--- src/rtl/vga_timing_gen.sv ---
`default_nettype none
// ============================================================================
//  Module   : vga_timing_gen
//  Purpose  : VGA raster timing generator. Free-running horizontal and
//             vertical counters produce active-low sync pulses. A pixel
//             request (data_req with pixel_xpos/pixel_ypos) is issued one
//             cycle ahead of the active window. This lead covers the
//             one-cycle latency of the display stage that returns
//             pixel_data. Colour is blanked outside the active window.
//  Revision : 1.0 - initial release
// ----------------------------------------------------------------------------
//  Ports
//    vga_clk     in   1   pixel clock (only clock)
//    sys_rst     in   1   synchronous active-high reset
//    pixel_data  in  12   RGB444 colour, one cycle after the request
//    vga_hs      out  1   horizontal sync, active low
//    vga_vs      out  1   vertical sync, active low
//    vga_rgb     out 12   colour to DAC, 0 while blanking
//    pixel_xpos  out 10   requested column (0 when no request)
//    pixel_ypos  out 10   requested row    (0 when no request)
//    data_req    out  1   pixel request valid this cycle
//    frame_start out  1   high for the single cycle at counter (0,0)
//    frame_cnt   out  8   completed frames, modulo 256
// ============================================================================
module vga_timing_gen #(
  parameter logic [9:0] H_SYNC  = 10'd96,
  parameter logic [9:0] H_BACK  = 10'd48,
  parameter logic [9:0] H_DISP  = 10'd640,
  parameter logic [9:0] H_FRONT = 10'd16,
  parameter logic [9:0] V_SYNC  = 10'd2,
  parameter logic [9:0] V_BACK  = 10'd33,
  parameter logic [9:0] V_DISP  = 10'd480,
  parameter logic [9:0] V_FRONT = 10'd10
) (
  input  logic        vga_clk,
  input  logic        sys_rst,
  input  logic [11:0] pixel_data,
  output logic        vga_hs,
  output logic        vga_vs,
  output logic [11:0] vga_rgb,
  output logic [9:0]  pixel_xpos,
  output logic [9:0]  pixel_ypos,
  output logic        data_req,
  output logic        frame_start,
  output logic [7:0]  frame_cnt
);

  // Line / frame geometry. All values fit in 10 bits for standard modes.
  localparam logic [9:0] c_H_TOTAL     = H_SYNC + H_BACK + H_DISP + H_FRONT;
  localparam logic [9:0] c_V_TOTAL     = V_SYNC + V_BACK + V_DISP + V_FRONT;

  localparam logic [9:0] c_H_ACT_START = H_SYNC + H_BACK;
  localparam logic [9:0] c_H_ACT_END   = H_SYNC + H_BACK + H_DISP;   // exclusive
  localparam logic [9:0] c_V_ACT_START = V_SYNC + V_BACK;
  localparam logic [9:0] c_V_ACT_END   = V_SYNC + V_BACK + V_DISP;   // exclusive

  // The request window leads the active window by one pixel clock.
  localparam logic [9:0] c_H_REQ_START = c_H_ACT_START - 10'd1;
  localparam logic [9:0] c_H_REQ_END   = c_H_ACT_END - 10'd1;        // exclusive

  logic [9:0] r_h_cnt;
  logic [9:0] r_v_cnt;
  logic [7:0] r_frame_cnt;

  logic       w_h_last;
  logic       w_v_last;
  logic       w_h_active;
  logic       w_v_active;
  logic       w_h_req;
  logic       w_active;
  logic       w_data_req;

  assign w_h_last = (r_h_cnt == c_H_TOTAL - 10'd1);
  assign w_v_last = (r_v_cnt == c_V_TOTAL - 10'd1);

  // --------------------------------------------------------------------------
  // Raster counters. Reset forces (0,0) from any position. The vertical
  // counter and the frame counter advance only on the horizontal wrap.
  // --------------------------------------------------------------------------
  always_ff @(posedge vga_clk) begin
    if (sys_rst) begin
      r_h_cnt     <= 10'd0;
      r_v_cnt     <= 10'd0;
      r_frame_cnt <= 8'd0;
    end else if (w_h_last) begin
      r_h_cnt <= 10'd0;
      if (w_v_last) begin
        r_v_cnt     <= 10'd0;
        r_frame_cnt <= r_frame_cnt + 8'd1;
      end else begin
        r_v_cnt <= r_v_cnt + 10'd1;
      end
    end else begin
      r_h_cnt <= r_h_cnt + 10'd1;
    end
  end

  // --------------------------------------------------------------------------
  // Window decodes. Every output is derived from the registered counters
  // only; pixel_data reaches vga_rgb alone.
  // --------------------------------------------------------------------------
  assign w_h_active = (r_h_cnt >= c_H_ACT_START) && (r_h_cnt < c_H_ACT_END);
  assign w_v_active = (r_v_cnt >= c_V_ACT_START) && (r_v_cnt < c_V_ACT_END);
  assign w_h_req    = (r_h_cnt >= c_H_REQ_START) && (r_h_cnt < c_H_REQ_END);
  assign w_active   = w_h_active && w_v_active;
  assign w_data_req = w_h_req && w_v_active;

  assign vga_hs      = (r_h_cnt >= H_SYNC);
  assign vga_vs      = (r_v_cnt >= V_SYNC);
  assign data_req    = w_data_req;
  assign frame_start = (r_h_cnt == 10'd0) && (r_v_cnt == 10'd0);
  assign frame_cnt   = r_frame_cnt;

  // Offsetting by the request start makes the first request column 0.
  assign pixel_xpos = w_data_req ? (r_h_cnt - c_H_REQ_START) : 10'd0;
  assign pixel_ypos = w_data_req ? (r_v_cnt - c_V_ACT_START) : 10'd0;

  // The request was issued one cycle earlier, so the returned colour lines
  // up with the active window here.
  assign vga_rgb = w_active ? pixel_data : 12'h000;

endmodule
`default_nettype wire

--- config.mk ---
export PLATFORM = sky130hd
export DESIGN_NAME = vga_timing_gen
export DESIGN_NICKNAME = d
export VERILOG_FILES = /design/src/rtl/vga_timing_gen.sv
export SDC_FILE = /design/constraint.sdc
export NUM_CORES = 1
export LEC_CHECK = 0
export CAP_MARGIN = 0
export CORE_MARGIN = 1
export CORE_UTILIZATION = 25
export DETAILED_ROUTE_END_ITERATION = 10
export GPL_TIMING_DRIVEN = 0
export SYNTH_ARGS = -nofsm -noshare
export SYNTH_HDL_FRONTEND = slang
export SYNTH_SLANG_ARGS = --single-unit
--- constraint.sdc ---
create_clock -name vga_clk -period 2.9 [get_ports vga_clk]
set_input_delay 0.87 -clock vga_clk [delete_from_list [all_inputs] [get_ports vga_clk]]
set_output_delay 0.87 -clock vga_clk [all_outputs]
set_load 0.01 [all_outputs]
# Word-level counts from Yosys, hierarchy flattened
# Cells that the tools add are included.
[word_totals] regBits=28 mem_count=0 output_inout_bits=44 latchBits=0 in_bits=14 ram_bits=0 romBits=0
[classes] n_lt_le_gt_ge=8 bitwise_logic=0 n_mul=0 shifts=0 eq_ne=2 add_sub_neg=5 n_div=0 n_reduce_logical=10 muxes=4
[op_table] operator="less-than comparator 10 bit, second input constant" n=3
[op_table] operator="two-way mux 10 bit" n=3
[op_table] operator="adder 10 x 1 -> 10 bit, second input constant" n=2
[op_table] operator="== test 10 bit, second input constant" n=2
[op_table] operator="greater-or-equal comparator 10 x 8 -> 1 bit, second input constant" n=2
[op_table] operator="logical NOT 10 bit" n=2
[op_table] operator="two-way mux 12 bit" n=1
[op_table] operator="greater-or-equal comparator 10 x 2 -> 1 bit, second input constant" n=1
[op_table] operator="greater-or-equal comparator 10 x 6 -> 1 bit, second input constant" n=1
[op_table] operator="greater-or-equal comparator 10 x 7 -> 1 bit, second input constant" n=1
[op_table] operator="subtractor 10 x 6 -> 10 bit, second input constant" n=1
[op_table] operator="subtractor 10 x 8 -> 10 bit, second input constant" n=1
[op_table] operator="adder 8 x 1 -> 8 bit, second input constant" n=1
[op_table] operator="logical AND 1 bit" n=6
[op_table] operator="AND reduction 2 bit" n=1
[op_table] operator="OR reduction 2 bit" n=1

# Longest topological paths before layout
# Gate-level depths: netlist of run 1.
[depth] ltp_word=4 depth_mapped=8

# Worst setup path after synthesis of run 1
# Ideal clock, no wire load.
[synth_timing] path_type="register to output" start="register r_v_cnt[1]" end="output port vga_rgb[10]" setup_slack_ps=157 path_stages_with_launch=8 t_required_ps=2030 arrival_ps=1873 cell_sequence="dfxtp_1 > ha_1 > clkbuf_1 > o41ai_1 > a21o_1 > a211oi_1 > clkbuf_1 > and2_1"
[synth_between] elab_chain_len=4
[synth_lines] element="start, declared" line_no="62" source="logic [9:0] r_v_cnt;"
[synth_lines] element="start signal, assigned" line_no="91" source="r_v_cnt <= r_v_cnt + 10'd1;"
[synth_lines] element="greater-or-equal comparator 10 x 6 -> 1 bit / less-than comparator 10 bit (equally long branches)" line_no="103" source="assign w_v_active = (r_v_cnt >= c_V_ACT_START) && (r_v_cnt < c_V_ACT_END);"
[synth_lines] element="logical AND 1 bit *" line_no="103"
[synth_lines] element="logical AND 1 bit *" line_no="105" source="assign w_active = w_h_active && w_v_active;"
[synth_lines] element="two-way mux 12 bit *" line_no="120" source="assign vga_rgb = w_active ? pixel_data : 12'h000;"
[synth_lines] element="end, declared" line_no="40" source="output logic [11:0] vga_rgb,"
# Every way passes the cells marked *; elsewhere a longest branch is shown, timed or not.

# Worst setup path after layout of run 1
[layout_timing] start="register r_v_cnt[1]" end="output port vga_rgb[4]"
# Same word-level chain as after synthesis.

==> impl_metrics.ini, run 1 <==
[clock_tree]
tritoncts_num_sinks = 28
cts_buffers = 3
cts_tree = done
cts-root-buf = sky130_fd_sc_hd__clkbuf_8
clk_pin_slew_ps = 100
cts_htree_levels = 1
max-clock-path-buffers = 2
holdBufCountCts = 0
clkLatencyLatePin_ps = 280

[pwr]
power.density_cell_area_mw_per_mm2 = 216
worst_ir_drop_vdd_mv = 0.195
cellLeakagePower_nw = 1.27
report.power.total_w = 0.000694

[die]
chipHeight_um = 91.0
fp.coreArea_mm2 = 0.00769
ports_placed_on_the_boundary = 58
initial_core_util_pct = 25.7
rows = 32
floorplan.die.width_um = 91.0
fp.dieArea_mm2 = 0.00828

[setup_path]
worst_setup_path_start_kind = register
setup.worst_path.start = r_v_cnt[1]$_SDFFE_PP0N_
setup.reg_to_reg.worst_slack_ps = 830
worst-setup-path-type = register to output pin
path_max_fanout = 4
rr_worst_depth = 8
endpoint_kind = output pin
worstReg2RegStart = r_v_cnt[0]$_SDFFE_PP0N_
timing.critical_path.required_ps = 2030
timing.critical_path.arrival_ps = 2110
reg2reg_to = r_v_cnt[6]$_SDFFE_PP0N_

[cells_and_area]
diodes = 0
number_of_fill_cells = 781
synth_to_layout_area_growth_pct = 62.2
nNetsFinal = 360
layout-drive-gt1-share_pct = 39.8
final_area_mm2 = 0.00321

[logic_synthesis]
ys_seq_area_share_pct = 28.3
ys_types = 43
synth.net_count = 278
syn-mean-instance-area_um2 = 7.67
synth-main-ff-cell = sky130_fd_sc_hd__dfxtp_1
syn_inst = 258
synth_warnings = 0
synth_area_mm2 = 0.00198
ys_ff_latch = 28
edff_count_synth = 0
ys_async_sr_fraction_pct = 0

[detailed_routing]
route.vias.total = 2220
top_layer_used = met4
routed_wl_met3_um = 349
remaining_drc_errors = 0
first_iter_violations = 94
routed_wire_length_per_instance_um = 14.6
met2RoutedLength_mm = 3.16
drt-total-wl_mm = 6.45
firstDrtPassIters = 4
vias_per_cell = 5.03
ant_nets = 0
met1_routed_length_mm = 2.89

[sta]
max_slew.worst_pin.slew_ps = 502
slew_headroom_pct = 66.5
setup_violations = 25
fin_crit_sh_pct = 103
period_needed_ps = 2980
skew_ps = 3.57
rsz0062_at_grt = yes
timing.fmax_mhz = 336
timing_max_transition_violations_final = 0
finalHoldViolCount = 0
postLayoutSetupSlackWorst_ps = -79.1
hold_slack_final_ps = 491

[status]
violations = negative setup slack
status = finished with violations

[grt]
grt_pass1_wl_mm = 10.5
vias_in_the_first_global_route = 2070
grt-ovfl-total = 0
antenna_found_initial = 0
track_usage_pct = 15.5
pin_count_of_the_biggest_net_entering_global_routing = 16

[hold_path]
hold_path_class = register to register
timing.hold.worst.start = frame_cnt[7]$_SDFFE_PP0P_
min_delay_worst_endpoint = frame_cnt[7]$_SDFFE_PP0P_
hold_path_cell_cnt = 2

[place]
gp_congestion = 0.810
port-buffer-count = 57
post_dp_cell_area_mm2 = 0.00268
placement.setup.worst_slack_ps = -883
dp.final_hpwl_mm = 4.23

[flow_run]
timing.max_cap.violations = 0
==> cells in the mapped netlist (2+ instances only) <==
| cell | count | area [µm²] |
|---|---|---|
| sky130_fd_sc_hd__dfxtp_1 | 28 | 561 |
| sky130_fd_sc_hd__nor3_1 | 23 | 115 |
| sky130_fd_sc_hd__nor2_1 | 20 | 75.1 |
| sky130_fd_sc_hd__a21oi_1 | 19 | 95.1 |
| sky130_fd_sc_hd__nand3_1 | 17 | 85.1 |
| sky130_fd_sc_hd__xnor2_1 | 14 | 123 |
| sky130_fd_sc_hd__and2_1 | 13 | 81.3 |
| sky130_fd_sc_hd__clkbuf_1 | 12 | 45.0 |
| sky130_fd_sc_hd__nand2_1 | 10 | 37.5 |
| sky130_fd_sc_hd__inv_1 | 9 | 33.8 |
| sky130_fd_sc_hd__nor4_1 | 8 | 50.1 |
| sky130_fd_sc_hd__or3_1 | 8 | 50.1 |
| sky130_fd_sc_hd__or4_1 | 7 | 52.6 |
| sky130_fd_sc_hd__xor2_1 | 7 | 61.3 |
| sky130_fd_sc_hd__buf_2 | 6 | 30.0 |
| sky130_fd_sc_hd__ha_1 | 6 | 75.1 |
| sky130_fd_sc_hd__o21ai_0 | 6 | 30.0 |
| sky130_fd_sc_hd__o31ai_1 | 6 | 45.0 |
| sky130_fd_sc_hd__and3_1 | 4 | 25.0 |
| sky130_fd_sc_hd__nand4_1 | 4 | 25.0 |
| sky130_fd_sc_hd__nor2b_1 | 4 | 25.0 |
| sky130_fd_sc_hd__a211oi_1 | 3 | 22.5 |
| sky130_fd_sc_hd__buf_1 | 2 | 7.51 |
| sky130_fd_sc_hd__buf_6 | 2 | 22.5 |
| sky130_fd_sc_hd__mux2_2 | 2 | 22.5 |
==> cell families after synthesis <==
family | Yosys count | synth area share (%)
AO/OA/AOI/OAI | 43 | 13.8
XOR/XNOR | 21 | 9.29
adder cells (fa/ha/maj) | 6 | 3.79
buffers and inverters | 31 | 7.02
flip-flops | 28 | 28.3
multiplexers | 2 | 1.14
AND/OR/NAND/NOR | 127 | 36.7
==> where the power goes <==
part | switching, W | total (W) | internal [W]
clock network | 0.000130 | 0.000252 | 0.000122
registers | 0.00000546 | 0.000391 | 0.000386
logic | 0.0000238 | 0.0000506 | 0.0000268
==> per-stage QoR <==
| step | setup TNS (ps) | util (%) | cells |
|---|---|---|---|
| after global routing | -3460 | 41.8 | 441 |
| after floorplan | 0 | - | 258 |
| final | -961 | 41.8 | 441 |
| after detailed placement | -22540 | 34.8 | 417 |
| after CTS | -1440 | 38.5 | 431 |
| after global placement | -20980 | 34.8 | 417 |
==> area by class of cell <==
cell class                      instances  area (µm²)  share of cell area [%]
Multi-Input combinational cell        199        1550                    48.3
Timing Repair Buffer                   81         688                    21.4
Sequential cell                        28         578                    18.0
Buffer                                 18         176                    5.49
Tap cell                              102         128                    3.98
Clock buffer                            4        55.1                    1.71
Inverter                                9        33.8                    1.05
==> flip-flops by register name, summed over array words and instances (netlist names) <==
name / count
frame_cnt: 8
r_h_cnt: 10
r_v_cnt: 10
==> layout by cell type (no fill, tap or decap), types with 9 or more instances in the layout <==
cell type	n
sky130_fd_sc_hd__and2_4	11
sky130_fd_sc_hd__clkdlybuf4s50_1	23
sky130_fd_sc_hd__nor3_2	14
sky130_fd_sc_hd__nand3_1	15
sky130_fd_sc_hd__xnor2_1	14
sky130_fd_sc_hd__dfxtp_1	18
sky130_fd_sc_hd__a21oi_1	18
sky130_fd_sc_hd__buf_4	16
sky130_fd_sc_hd__nor2_1	19
sky130_fd_sc_hd__nand2_1	10
sky130_fd_sc_hd__buf_2	25
sky130_fd_sc_hd__buf_6	21
sky130_fd_sc_hd__inv_1	9
==> how the worst max path moves through the flow <==
stage,to
6_report,vga_rgb[4]
5_1_grt,vga_rgb[9]
4_1_cts,vga_rgb[10]
3_5_place_dp,vga_rgb[2]
3_3_place_gp,vga_rgb[2]
2_1_floorplan,vga_rgb[10]
==> metal layers <==
| layer | vias up | track usage (%) |
|---|---|---|
| li1 | 1084 | - |
| met1 | 1052 | 19.5 |
| met2 | 77 | 28.3 |
| met3 | 7 | 2.26 |
| met4 | 0 | 2.38 |
| met5 | - | 0 |
==> critical path, stage by stage, from the launching register on <==
cell and delay [ps]:
sky130_fd_sc_hd__dfxtp_4 370, sky130_fd_sc_hd__ha_4 180, sky130_fd_sc_hd__buf_6 120, sky130_fd_sc_hd__o41ai_4 240
sky130_fd_sc_hd__a21o_1 230, sky130_fd_sc_hd__a211oi_4 90, sky130_fd_sc_hd__buf_4 150, sky130_fd_sc_hd__buf_6 110
sky130_fd_sc_hd__buf_6 110, sky130_fd_sc_hd__and2_4 130, sky130_fd_sc_hd__buf_6 110
==> what timing repair did <==
action                                  4_1_cts  5_1_grt
endpoints found under the hold margin         0        0
pin swaps                                    16       14
gates cloned                                  3        1
endpoints found under the setup margin       35       34
resized for setup                           202       51
setup buffers                                11        9
Note: power is estimated with default switching activity, not from simulation.
==> inputs of run 2 (changes only) <==
--- a/config.mk
+++ b/config.mk
@@ -8,8 +8,10 @@
 export CAP_MARGIN = 0
 export CORE_MARGIN = 1
 export CORE_UTILIZATION = 25
+export CTS_BUF_LIST = sky130_fd_sc_hd__clkbuf_8
 export DETAILED_ROUTE_END_ITERATION = 10
 export GPL_TIMING_DRIVEN = 0
+export SETUP_SLACK_MARGIN = 0.15
 export SYNTH_ARGS = -nofsm -noshare
 export SYNTH_HDL_FRONTEND = slang
 export SYNTH_SLANG_ARGS = --single-unit
==> run 2 against run 1 <==
Against the previous run:
- the run still ends with negative setup slack left
- highest routed layer unchanged
- combinational power grew 4%
- via count grew 0.81%
- sequential power is essentially flat
- largest cell class unchanged
- final cell count grew 2.5%
- clock power is essentially flat
- flip-flop and latch count is the same
- worst setup slack lost 88 ps
- register-to-register slack is essentially flat
- first-iteration DRC count grew 5.3%
- die area is the same
==> impl_metrics.ini, run 2 (synthesized netlist as in run 1, its figures left out) <==
[grt]
use_met3_pct = 2.76
pin_count_of_the_biggest_net_entering_global_routing = 16
grt_busiest_layer = met2
grt_pass1_wl_mm = 10.7
track_usage_pct = 15.8
vias_in_the_first_global_route = 2124
antenna_found_initial = 0
global_route.usage.met2_pct = 29.5
grt-ovfl-total = 0
grt_util_met1_pct = 18.9

[clock_tree]
max-clock-path-buffers = 2
clkLatencyLatePin_ps = 270
cts_htree_levels = 1
cts_tree = done
cts-root-buf = sky130_fd_sc_hd__clkbuf_8
clk_pin_slew_ps = 100
tritoncts_num_sinks = 28
cts_buffers = 3

[sta]
timing.fmax_mhz = 326
finalHoldViolCount = 0
period_needed_ps = 3070
skew_ps = 3.13
fin_crit_sh_pct = 106
timing_max_transition_violations_final = 0
rsz0062_at_grt = yes
setup_violations = 30
hold_slack_final_ps = 490
postLayoutSetupSlackWorst_ps = -167
slew_headroom_pct = 65.1
max_slew.worst_pin.slew_ps = 524

[detailed_routing]
vias_per_cell = 4.95
drt-total-wl_mm = 6.71
remaining_drc_errors = 0
firstDrtPassIters = 4
ant_nets = 0
routed_wire_length_per_instance_um = 14.8
first_iter_violations = 99
route.vias.total = 2238

[setup_path]
timing.critical_path.required_ps = 2030
endpoint_kind = output pin
critical-path-top-cell-by-count = sky130_fd_sc_hd__buf_6
timing.critical_path.arrival_ps = 2200
critical_path.n_buffers_inverters = 6
timing.critical_path.max_delay_family = buffers and inverters
cp_cell_sequence = ha_4, buf_8, buf_6, o41ai_4, a21o_1, a211oi_4, buf_2, buf_6, buf_6, and2_4, buf_6
worst_setup_path_start_kind = register
critical_path.max_stage_delay_ps = 370
path_max_fanout = 4
worst-setup-path-type = register to output pin
cpMaxStageDelayCell = sky130_fd_sc_hd__dfxtp_4

[cells_and_area]
nNetsFinal = 371
final_area_mm2 = 0.00330
layout.cells.most_common_list = sky130_fd_sc_hd__buf_2 (29), sky130_fd_sc_hd__dfxtp_1 (23), sky130_fd_sc_hd__clkdlybuf4s50_1 (22), sky130_fd_sc_hd__buf_6 (21), sky130_fd_sc_hd__buf_4 (20)
layout_commonest_cell = sky130_fd_sc_hd__buf_2
number_of_fill_cells = 771
synth_to_layout_area_growth_pct = 66.6
diodes = 0
layout-drive-gt1-share_pct = 40.0
stdcell_count = 452

[pwr]
report.power.total_w = 0.000693
cellLeakagePower_nw = 1.36
power.density_cell_area_mw_per_mm2 = 210
worst_ir_drop_vdd_mv = 0.189

[place]
placement.setup.worst_slack_ps = -883
dp.final_hpwl_mm = 4.23
placed_cells_incl_taps = 417
gp_congestion = 0.810
port-buffer-count = 57
post_dp_cell_area_mm2 = 0.00268

[status]
status = finished with violations
violations = negative setup slack

[die]
fp.dieArea_mm2 = 0.00828
chipHeight_um = 91.0
fp.coreArea_mm2 = 0.00769
initial_core_util_pct = 25.7
rows = 32
ports_placed_on_the_boundary = 58
floorplan.die.width_um = 91.0

[flow_run]
timing.max_cap.violations = 0

[hold_path]
hold_path_class = register to register
## run 2: worst register-to-register path, stage by stage (launching register included)
cell,delay [ps]
sky130_fd_sc_hd__dfxtp_1,450
sky130_fd_sc_hd__ha_4,200
sky130_fd_sc_hd__nand4_4,110
sky130_fd_sc_hd__or3_1,390
sky130_fd_sc_hd__buf_6,150
sky130_fd_sc_hd__nor4_1,300
sky130_fd_sc_hd__mux2_2,370
## run 2: per-stage QoR
stage               TNS (ps)  utilization, %
floorplan                  0               -
global placement      -20980            34.8
detailed placement    -22540            34.8
CTS                    -3620            40.2
global route           -4020            42.9
finish                 -1730            42.9
## run 2: metal layers
layer	part of all wire (%)	vias to the layer above
met1	44	1063
met4	0.36	0
li1	-	1103
met3	5.9	2
met2	50	70
met5	0	-
## run 2: layout make-up
cell class	count	area [µm²]	area share [%]
Tap cell	102	128	3.87
Timing Repair Buffer	88	758	23.0
Buffer	22	194	5.88
Sequential cell	28	569	17.3
Multi-Input combinational cell	199	1560	47.3
Clock buffer	4	55.1	1.67
Inverter	9	33.8	1.02
## run 2: what timing repair did
item	4_1_cts	5_1_grt
buffers inserted	18	10
gates resized for setup	221	42
endpoints found under the setup margin	35	36
gates cloned	3	0
pin swaps	15	9
hold buffers	0	0
## run 2: report_power, final
group	total [W]	internal [W]	leakage [nW]	switching, W
combinational	0.0000525	0.0000280	1.11	0.0000245
clock	0.000249	0.000122	0.0288	0.000127
sequential	0.000392	0.000387	0.229	0.00000531
total	0.000693	0.000537	1.36	0.000157
## run 2: path summary, 6_finish.rpt
kind                             startpoint  cells past startpoint                   endpoint  slack [ps]
hold reg to reg   frame_cnt[7]$_SDFFE_PP0P_                      2  frame_cnt[7]$_SDFFE_PP0P_         490
hold / removal    frame_cnt[7]$_SDFFE_PP0P_                      2  frame_cnt[7]$_SDFFE_PP0P_         490
setup reg to reg      r_h_cnt[1]$_SDFF_PP0_                      6  frame_cnt[5]$_SDFFE_PP0P_         830
setup / recovery    r_v_cnt[1]$_SDFFE_PP0N_                     11                vga_rgb[10]        -170
==> inputs of run 3 (changes only) <==
--- a/config.mk
+++ b/config.mk
@@ -6,7 +6,7 @@
 export NUM_CORES = 1
 export LEC_CHECK = 0
 export CAP_MARGIN = 0
-export CORE_MARGIN = 1
+export CORE_MARGIN = 5
 export CORE_UTILIZATION = 25
 export CTS_BUF_LIST = sky130_fd_sc_hd__clkbuf_8
 export DETAILED_ROUTE_END_ITERATION = 10
==> run 3 against run 2 <==
Against the previous run:
- critical endpoint is now vga_rgb[5]
- sequential share of layout area decreased by 0.19 points
- first-iteration DRC count increased by 5.1%
- largest power group unchanged
- critical path type unchanged
- clock power about the same
- register-to-register slack got worse by 60 ps
- the flow still finishes with violations (negative setup slack)
- die area increased by 18%
- highest routed layer unchanged
- total power decreased by 0.23%
==> impl_metrics.ini, run 3 (synthesized netlist as in run 1, its figures left out) <==
[cells_and_area]
layout-drive-gt1-share_pct = 42.2
final_area_mm2 = 0.00336
finish.utilization_pct = 43.5
synth_to_layout_area_growth_pct = 69.8
layout_commonest_cell = sky130_fd_sc_hd__buf_2
number_of_fill_cells = 766
stdcell_count = 448
nNetsFinal = 367
layout.cells.most_common_list = sky130_fd_sc_hd__buf_2 (26), sky130_fd_sc_hd__buf_6 (24), sky130_fd_sc_hd__dfxtp_1 (23), sky130_fd_sc_hd__clkdlybuf4s50_1 (22)
diodes = 0

[die]
ports_placed_on_the_boundary = 58
floorplan.die.width_um = 99.0
fp.coreArea_mm2 = 0.00773
chipHeight_um = 99.0
initial_core_util_pct = 25.6
fp.dieArea_mm2 = 0.00980
rows = 32

[pwr]
power.combinational.fraction_pct = 7.8
report.power.total_w = 0.000692
switching_share_pct = 22.7
power_frac_seq_pct = 56.5
worst_ir_drop_vdd_mv = 0.157
cellLeakagePower_nw = 1.37
power.density_cell_area_mw_per_mm2 = 206
power.share.clock_pct = 35.7
p_int_w = 0.000535
net-switching-power_w = 0.000157

[clock_tree]
cts-root-buf = sky130_fd_sc_hd__clkbuf_8
clk_pin_slew_ps = 90
cts_htree_levels = 1
max-clock-path-buffers = 2
clkLatencyLatePin_ps = 280
tritoncts_num_sinks = 28
cts_tree = done
cts_buffers = 3

[sta]
period_needed_ps = 3000
slew_headroom_pct = 68.7
timing.setup.tns_ps = -316
setup_violations = 13
rsz0062_at_grt = yes
finalHoldViolCount = 0
timing.fmax_mhz = 334
fin_crit_sh_pct = 103
timing_max_transition_violations_final = 0
max_slew.worst_pin.slew_ps = 469
skew_ps = 6.87
postLayoutSetupSlackWorst_ps = -95.1

[detailed_routing]
route.vias.total = 2251
firstDrtPassIters = 5
drt-total-wl_mm = 6.97
remaining_drc_errors = 0
vias_per_cell = 5.02
first_iter_violations = 104
routed_wire_length_per_instance_um = 15.6
ant_nets = 0

[setup_path]
path_max_fanout = 9
timing.critical_path.required_ps = 2030
cp_cell_sequence = clkbuf_2, nor3_2, a21o_1, a211oi_4, buf_2, buf_6, buf_6, and2_1, buf_2
critical_path.max_stage_delay_ps = 390
worst-setup-path-type = register to output pin
reg2reg_to = frame_cnt[5]$_SDFFE_PP0P_
worstReg2RegStart = r_h_cnt[0]$_SDFF_PP0_
setup.worst_path.start = r_v_cnt[6]$_SDFFE_PP0N_
setup.reg_to_reg.worst_slack_ps = 770
cpMaxStageDelayCell = sky130_fd_sc_hd__nor3_2
endpoint_kind = output pin
rr_worst_depth = 6
worst_setup_path_start_kind = register
timing.critical_path.arrival_ps = 2130

[hold_path]
min_delay_worst_endpoint = frame_cnt[7]$_SDFFE_PP0P_
hold_path_cell_cnt = 2
timing.hold.worst.start = frame_cnt[7]$_SDFFE_PP0P_
hold_path_class = register to register

[grt]
vias_in_the_first_global_route = 2180
antenna_found_initial = 0
grt_pass1_wl_mm = 10.6
track_usage_pct = 12.9
grt_util_met1_pct = 16.9
use_met3_pct = 2.76
global_route.usage.met2_pct = 21.4
grt_busiest_layer = met2
grt-ovfl-total = 0
pin_count_of_the_biggest_net_entering_global_routing = 16

[place]
gp_congestion = 0.821
dp.final_hpwl_mm = 4.38
port-buffer-count = 57
placed_cells_incl_taps = 417
post_dp_cell_area_mm2 = 0.00268

[status]
status = finished with violations
violations = negative setup slack

[flow_run]
timing.max_cap.violations = 0
==> run 3: cell types whose count changed in the layout (fill, tap and decap cells not counted), moves of 2 or more <==
cell                        previous run  this run
sky130_fd_sc_hd__clkbuf_8              7         4
sky130_fd_sc_hd__buf_4                20        15
sky130_fd_sc_hd__nor3_2               12        10
sky130_fd_sc_hd__clkbuf_2              2         4
sky130_fd_sc_hd__clkbuf_16             0         2
sky130_fd_sc_hd__nor3_4                3        10
sky130_fd_sc_hd__buf_6                21        24
sky130_fd_sc_hd__buf_2                29        26
sky130_fd_sc_hd__nor3_1                8         3
sky130_fd_sc_hd__dfxtp_4               1         3
sky130_fd_sc_hd__dfxtp_2               4         2
==> run 3: power groups by stage <==
stage	sequential (W)	clock, W	combinational, W
after floorplan	0.000400	0	0.0000201
after global placement	0.000401	0	0.0000474
after detailed placement	0.000401	0	0.0000477
after CTS	0.000392	0.000257	0.0000482
after global routing	0.000392	0.000264	0.0000582
final	0.000391	0.000247	0.0000537
==> run 3: how the worst max path moves through the flow <==
stage          slack (ps)          end  cells after the start
6_report             -100   vga_rgb[5]                      9
5_1_grt              -170   vga_rgb[5]                     10
4_1_cts              -160   vga_rgb[5]                     10
3_5_place_dp         -840  vga_rgb[10]                      8
3_3_place_gp         -800  vga_rgb[10]                      8
2_1_floorplan         160  vga_rgb[10]                      7
==> run 3: area by class of cell <==
type / count / area (µm²) / area share [%]
multi-input combinational: 199 / 1620 / 48.2
timing repair buffer: 84 / 742 / 22.1
sequential: 28 / 574 / 17.1
buffer: 22 / 210 / 6.25
tap: 102 / 128 / 3.80
clock buffer: 4 / 55.1 / 1.64
inverter: 9 / 33.8 / 1.00
==> run 3: critical path: cells and delay by family (launching register included) <==
family / cells / cell delay (ps)
DFF: 1 / 310
buffers and inverters: 5 / 670
AOI/OAI and AO/OA: 2 / 360
and+or+nand+nor: 2 / 510
==> run 3: per-layer routing <==
metal / vias up / wire, µm
li1: 1089 / -
met1: 1078 / 3140
met2: 76 / 3380
met3: 8 / 375
met4: 0 / 76
met5: - / 0
==> run 3: stage by stage <==
stage / worst slack, ps / hold WS (ps)
after floorplan: 157 / 460
after global placement: -796 / 463
after detailed placement: -837 / 470
after CTS: -163 / 484
after global routing: -173 / 501
final: -95.1 / 476
==> run 3: timing repair <==
action	4_1_cts	5_1_grt
setup endpoints to repair	35	36
gates cloned	3	2
gates resized for setup	213	75
pin swaps	14	16
hold endpoints to repair	0	0
setup buffers	12	10
hold buffers	0	0
